<file path="src/rtl/seg_scan_decoder.sv">
// Decodes a multiplexed common-anode 7-segment scan bus into per-position hex values.
// Each {cs, sm_db} pattern must be stable for STABLE_CYC samples before it is accepted.
module seg_scan_decoder #(
  parameter int DIGITS     = 6,
  parameter int STABLE_CYC = 4
) (
  input  logic                  clk,
  input  logic                  rst,
  input  logic [DIGITS-1:0]     cs,
  input  logic [6:0]            sm_db,
  output logic [4*DIGITS-1:0]   digits,
  output logic [DIGITS-1:0]     digit_valid,
  output logic                  frame_done,
  output logic                  seg_err,
  output logic                  bus_err
);

  typedef enum logic [1:0] {IDLE, ARMED, HELD} state_t;

  localparam logic [3:0]        RUN_MAX = 4'(STABLE_CYC);
  localparam logic [DIGITS-1:0] ONE     = DIGITS'(1);

  logic [DIGITS-1:0] cs_q;
  logic [6:0]        sm_q;
  logic [3:0]        run_q, run_d;
  state_t            state_q;
  logic [3:0]        slot_q [DIGITS];
  logic [DIGITS-1:0] valid_q, seen_q;
  logic              frame_q, seg_err_q, bus_err_q;

  // {legal value, blank, value}; neither flag set means illegal pattern
  function automatic logic [5:0] seg_decode(input logic [6:0] s);
    case (s)
      7'h40:   return {2'b10, 4'h0};
      7'h79:   return {2'b10, 4'h1};
      7'h24:   return {2'b10, 4'h2};
      7'h30:   return {2'b10, 4'h3};
      7'h19:   return {2'b10, 4'h4};
      7'h12:   return {2'b10, 4'h5};
      7'h02:   return {2'b10, 4'h6};
      7'h78:   return {2'b10, 4'h7};
      7'h00:   return {2'b10, 4'h8};
      7'h10:   return {2'b10, 4'h9};
      7'h08:   return {2'b10, 4'hA};
      7'h03:   return {2'b10, 4'hB};
      7'h46:   return {2'b10, 4'hC};
      7'h21:   return {2'b10, 4'hD};
      7'h06:   return {2'b10, 4'hE};
      7'h0E:   return {2'b10, 4'hF};
      7'h7F:   return {2'b01, 4'h0};
      default: return 6'b00_0000;
    endcase
  endfunction

  logic [5:0]        dec;
  logic [DIGITS-1:0] sel;
  logic              sel_one, sel_all, cs_idle, changed, illegal, accept;
  logic [DIGITS-1:0] wr_mask, seen_d;
  logic              frame_d, seg_err_d, bus_err_d;

  always_comb begin
    run_d = 4'd1;
    if ({cs, sm_db} == {cs_q, sm_q}) begin
      run_d = (run_q >= RUN_MAX) ? RUN_MAX : run_q + 4'd1;
    end
  end

  always_ff @(posedge clk) begin
    if (rst) begin
      cs_q  <= '1;
      sm_q  <= '1;
      run_q <= 4'd0;
    end else begin
      cs_q  <= cs;
      sm_q  <= sm_db;
      run_q <= run_d;
    end
  end

  // A reload to 1 marks that the newest sample differs from the one before it
  always_comb begin
    dec       = seg_decode(sm_q);
    sel       = ~cs_q;
    sel_all   = (cs_q == '0);
    sel_one   = (sel != '0) && ((sel & (sel - ONE)) == '0);
    cs_idle   = &cs_q;
    changed   = (run_q == 4'd1);
    illegal   = ~(dec[5] | dec[4]);
    accept    = (state_q == ARMED) && !cs_idle && (run_q == RUN_MAX);
    wr_mask   = '0;
    seg_err_d = 1'b0;
    bus_err_d = 1'b0;
    if (accept) begin
      if (sel_all || sel_one) begin
        if (illegal) seg_err_d = 1'b1;
        else         wr_mask   = sel_all ? '1 : sel;
      end else begin
        bus_err_d = 1'b1;
      end
    end
    seen_d  = seen_q | wr_mask;
    frame_d = (wr_mask != '0) && (seen_d == '1);
    if (frame_d) seen_d = '0;
  end

  always_ff @(posedge clk) begin
    if (rst) begin
      state_q   <= IDLE;
      valid_q   <= '0;
      seen_q    <= '0;
      frame_q   <= 1'b0;
      seg_err_q <= 1'b0;
      bus_err_q <= 1'b0;
      for (int i = 0; i < DIGITS; i++) slot_q[i] <= 4'h0;
    end else begin
      frame_q   <= frame_d;
      seg_err_q <= seg_err_d;
      bus_err_q <= bus_err_d;
      seen_q    <= seen_d;
      for (int i = 0; i < DIGITS; i++) begin
        if (wr_mask[i]) begin
          slot_q[i]  <= dec[3:0];
          valid_q[i] <= dec[5];
        end
      end
      case (state_q)
        IDLE:    if (!cs_idle) state_q <= ARMED;
        ARMED: begin
          if (cs_idle)                 state_q <= IDLE;
          else if (run_q == RUN_MAX)   state_q <= HELD;
        end
        HELD:    if (changed) state_q <= cs_idle ? IDLE : ARMED;
        default: state_q <= IDLE;
      endcase
    end
  end

  for (genvar gi = 0; gi < DIGITS; gi++) begin : g_pack
    assign digits[4*gi +: 4] = slot_q[gi];
  end

  assign digit_valid = valid_q;
  assign frame_done  = frame_q;
  assign seg_err     = seg_err_q;
  assign bus_err     = bus_err_q;

endmodule

</file>
<file path="config.mk">
export PLATFORM = sky130hd
export DESIGN_NAME = seg_scan_decoder
export DESIGN_NICKNAME = d
export VERILOG_FILES = /design/src/rtl/seg_scan_decoder.sv
export SDC_FILE = /design/constraint.sdc
export NUM_CORES = 1
export LEC_CHECK = 0
export BUFFER_PORTS_ARGS = -buffer_cell sky130_fd_sc_hd__buf_4
export CORE_MARGIN = 2
export CORE_UTILIZATION = 50
export DETAILED_ROUTE_END_ITERATION = 10
export GPL_TIMING_DRIVEN = 0
export HOLD_SLACK_MARGIN = 0.06
export PLACE_DENSITY = 0.82
export SETUP_SLACK_MARGIN = 0.05
export SYNTH_ARGS = -nofsm -noshare
export SYNTH_HDL_FRONTEND = slang
export SYNTH_SLANG_ARGS = --single-unit
</file>
<file path="constraint.sdc">
create_clock -name clk -period 6.8 [get_ports clk]
set_clock_uncertainty 0.15 [all_clocks]
set_input_delay 1.02 -clock clk [delete_from_list [all_inputs] [get_ports clk]]
set_output_delay 1.02 -clock clk [all_outputs]
set_load 0.02 [all_outputs]
</file>
# Yosys cells after proc, flatten, opt, wreduce, memory -nomap -nowiden
# Memory sizes are Yosys's and may differ from the RTL's.
# Index checks and enable logic that the tools add are counted.
[totals]
mem_bits_rw = 24
memories = 1
regBits = 34
word_cells = 118
[op_classes]
eq_ne = 25
n_lt_le_gt_ge = 1
mux = 41
n_addsub = 2
bitwise = 13
reduce_logical = 19
[mem_list]
columns = ["name", "words", "word_bits", "read_ports", "rd_ports_with_merged_regs", "write_ports", "line", "source"]
rows = [
  ["slot_q", 6, 4, 6, 0, 6, "27", "logic [3:0] slot_q [DIGITS];"],
]
[op_table]
columns = ["cell", "count"]
rows = [
  ["$pmux 6 s17", 1],
  ["$eq 7x7->1 const B", 5],
  ["$mux 1", 24],
  ["$mux 4", 6],
  ["$mux 6", 4],
  ["$eq 7x5->1 const B", 3],
  ["$eq 7x6->1 const B", 3],
  ["$eq 7x2->1 const B", 2],
  ["$eq 7x4->1 const B", 2],
  ["$eq 13x13->1", 1],
  ["$logic_not 6->1", 2],
  ["$reduce_bool 6->1", 2],
  ["$mux 2", 4],
  ["$eq 7x3->1 const B", 1],
  ["$logic_not 7->1", 1],
  ["$or 1x1->1", 7],
  ["$and 6x6->6", 1],
  ["$eq 6x6->1 const B", 1],
  ["$not 6->6", 1],
  ["$or 6x6->6", 1],
  ["$pmux 2 s3", 1],
  ["$reduce_and 6->1", 1],
  ["$reduce_or 2->1", 3],
  ["$reduce_or 3->1", 2],
  ["16 further kinds", 22],
]

# Logic depth before layout (Yosys ltp)
[depth]
ltp_word = 12
ltp_mapped = 9

# Worst setup path before layout
# No wires, ideal clock.
[synth_path]
path_kind = "flip-flop to flip-flop"
start = "register sm_q[2]"
end = "memory slot_q[0][0] (enable)"
t_required_ps = 6315
period_less_slack_ps = 2313
path_stages_with_launch = 8
arrival_ps = 1828
setup_time_ps = 335
setup_slack_ps = 4487
path_cell_list = "dfxtp_1 -> buf_2 -> nor4b_1 -> a32oi_1 -> nor3_1 -> or4b_1 -> nand2_1 -> o21ai_1"
[synth_rtl]
columns = ["element", "line", "source"]
rows = [
  ["start, declared", "24", "logic [6:0] sm_q;"],
  ["start signal, assigned", "75", "sm_q <= sm_db;"],
  ["end, declared", "27", ""],
]

==> results.py <==
metrics = {
    "critical_path": {
        "cp_max_fo": 10,
        "cp.required_ns": 6.64,
        "crit_type": "reg2reg",
        "worst_setup_path_start_kind": "flip-flop",
        "crit_path_end_kind": "flip-flop",
        "arrival_ns": 2.61,
    },
    "drt": {
        "firstDrtPassIters": 4,
        "wirelength_um": 6100,
        "drt_iter0_drc": 113,
        "drc": 0,
        "ant_nets": 0,
        "post_drt_wl_per_cell_um": 15.3,
        "vias": 2228,
        "avgViaCountPerCell": 5.60,
    },
    "synthesis": {
        "async_flop_share_pct": 0,
        "synth_top_area_share_pct": 26.5,
        "synthAdderAreaFrac_pct": 1.38,
        "synth_edf_count": 24,
        "ys.flop_type": "dfxtp_1",
        "ys_ff_latch": 58,
        "synth_cell_types": 53,
        "synth_top_family_by_area": "simple AND/OR/NAND/NOR gates",
        "yosys_warnings": 0,
        "synth_compound_area_share_pct": 13.4,
        "synth_simple_gate_area_share_pct": 23.1,
        "synth_area_leaders": "edfxtp_1 27%, dfxtp_1 25%, nor3_1 7.2%",
        "syn_avg_cell_area_um2": 10.2,
        "yosysMostFrequentCell": "nor3_1",
        "syn_nets": 284,
        "synthCells": 266,
        "yosys-top-cells-count": "39 x nor3_1, 34 x dfxtp_1, 24 x edfxtp_1",
        "yosysTopAreaCell": "edfxtp_1",
        "synth-seq-area-share_pct": 51.5,
        "syn_area_um2": 2720,
        "synth.mux.area_fraction_pct": 0,
        "synth_xor_area_share_pct": 5.15,
    },
    "placement": {
        "dp_slack_ns": 4.05,
        "dp_cells": 382,
        "place.gp.congestion": 0.913,
        "placed_area_um2": 3150,
        "dp_hpwl_um": 4430,
        "port_buffers": 46,
    },
    "cts": {
        "cts_root_buf": "clkbuf_8",
        "post_cts_resized": 0,
        "postCtsSetupRepairBufs": 0,
        "cts_tree": "yes",
        "htreeDepth": 3,
        "cts.clk_slew.worst_paths_ns": 0.06,
        "cts-buffers-inserted": 9,
        "cts.sinks": 58,
        "clock_path_buffers": 2,
        "clk_latency_ns": 0.34,
        "postCtsHoldBufs": 0,
    },
    "final_layout": {
        "syn_to_final_growth_pct": 24.8,
        "stdcell_count": 398,
        "n_antenna_cell": 0,
        "drive_gt1_share_pct": 26.8,
        "nets": 341,
        "design_area_um2": 3390,
    },
    "sta": {
        "fin_ws_ns": 4.03,
        "max_slew_margin_pct": 35.3,
        "worst_pin_slew_ns": 0.962,
        "min_period_over_period_pct": 40.7,
        "slew_violations": 0,
        "setup_violations": 0,
        "final.setup.tns_ns": 0,
        "fin_crit_ns": 2.77,
        "max_freq_ghz": 0.361,
        "hold_viol_final": 0,
        "rsz0062_at_grt": "false",
    },
    "floorplan": {
        "fp.dieH_um": 77.7,
        "initial_core_util_pct": 52.6,
        "design.portCount": 48,
        "num_rows": 26,
        "coreArea_um2": 5170,
        "die-area_um2": 6040,
        "die_w_um": 77.7,
    },
    "worst_hold_path": {
        "hold_class": "reg2reg",
    },
    "power": {
        "powerDensity_nw_per_um2": 246,
        "seq_power_share_pct": 45.2,
        "ir_worst_vdd_uv": 158,
        "share_comb_of_total_power_pct": 9.2,
        "switching_share_pct": 22.8,
        "switching_power_mw": 0.191,
        "p_leak_nw": 1.32,
        "clkPwrFrac_pct": 45.6,
        "intPower_mw": 0.646,
    },
    "status": {
        "outcome": "completed",
    },
    "global_route": {
        "grt_pass1_vias": 2098,
        "antenna_found_initial": 0,
        "grt-ovfl-total": 0,
        "grt.total_usage_pct": 21.0,
        "grt_pass1_wl_um": 9850,
        "grt_max_degree": 12,
    },
    "flow_run": {
        "maxCapViolCount": 0,
    },
}
==> power groups by stage <==
| stage | registers, mW | logic [mW] | clock network [mW] |
|---|---|---|---|
| 3_5_place_dp | 0.385 | 0.0768 | 0 |
| 3_3_place_gp | 0.385 | 0.0750 | 0 |
| 4_1_cts | 0.378 | 0.0772 | 0.383 |
| 5_1_grt | 0.379 | 0.0843 | 0.397 |
| 6_report | 0.378 | 0.0772 | 0.381 |
| 2_1_floorplan | 0.391 | 0.0448 | 0 |
==> cell families after synthesis <==
group / Yosys count
adder cells (fa/ha/maj): 3
flip-flops: 58
XOR/XNOR: 16
other: 1
AND/OR/NAND/NOR: 106
buffers and inverters: 33
AO/OA/AOI/OAI: 49
==> final timing paths <==
check                                    end            startpoint  cells past startpoint  slack (ns)
setup reg to reg  slot_q[2][2]$_SDFFCE_PN0P_    sm_q[2]$_SDFF_PP1_                      7        4.03
setup / recovery  slot_q[2][2]$_SDFFCE_PN0P_    sm_q[2]$_SDFF_PP1_                      7        4.03
hold reg to reg         seen_q[0]$_SDFF_PP0_  seen_q[0]$_SDFF_PP0_                      1        0.32
hold / removal          seen_q[0]$_SDFF_PP0_  seen_q[0]$_SDFF_PP0_                      1        0.32
==> cell type report <==
| class | count | area, um2 |
|---|---|---|
| timing repair buffer | 46 | 345 |
| fill | 407 | 1780 |
| buffer | 21 | 98.8 |
| sequential | 58 | 1400 |
| clock buffer | 9 | 124 |
| clock inverter | 7 | 118 |
| multi-input combinational | 175 | 1170 |
| inverter | 12 | 45.0 |
| tap | 70 | 87.6 |
==> state kept, by name, indices dropped and copies added (netlist names) <==
signal       count
state_q          2
sm_q             7
digit_valid      6
slot_q          24
bus_err          1
frame_done       1
seen_q           6
seg_err          1
run_q            4
cs_q             6
==> layout by cell type, fill, tap and decap left out, types with 3 or more instances in the layout <==
master      n
nor2b_1     3
nor4_1      4
nor2_1     11
clkbuf_8    9
nand4_1     4
buf_4      46
buf_2      10
dfxtp_1    34
nand4b_1    3
inv_1      12
nand2b_1    4
ha_1        3
edfxtp_1   24
clkbuf_1    8
a21oi_1     7
nor3_1     39
o221a_1     6
xor2_1      9
nand2_1     5
o21ai_1     9
o21a_1      6
bufinv_16   3
xnor2_1     7
or2_2      13
==> routing by layer <==
layer	vias up	track usage, %	wire length, um
met2	99	32.0	2730
met4	0	13.2	198
met5	-	0	0
met1	1012	27.2	2710
met3	19	4.65	462
li1	1098	-	-
==> worst max-delay path, stage by stage, from the launching register on <==
cell     delay [ns]
dfxtp_1        0.34
buf_2          0.20
nor4b_1        0.30
a32oi_1        0.08
nor3_1         0.51
or4b_1         0.24
nand2_1        0.19
o21ai_1        0.41
==> metrics by stage <==
step           hold slack (ns)  total power [mW]  util, %
2_1_floorplan            0.291             0.436        -
3_3_place_gp             0.300             0.460     60.9
3_5_place_dp             0.309             0.462     60.9
4_1_cts                  0.323             0.838     65.6
5_1_grt                  0.342             0.860     65.6
6_report                 0.320             0.836     65.6
Power figures use the tool's default switching activity.
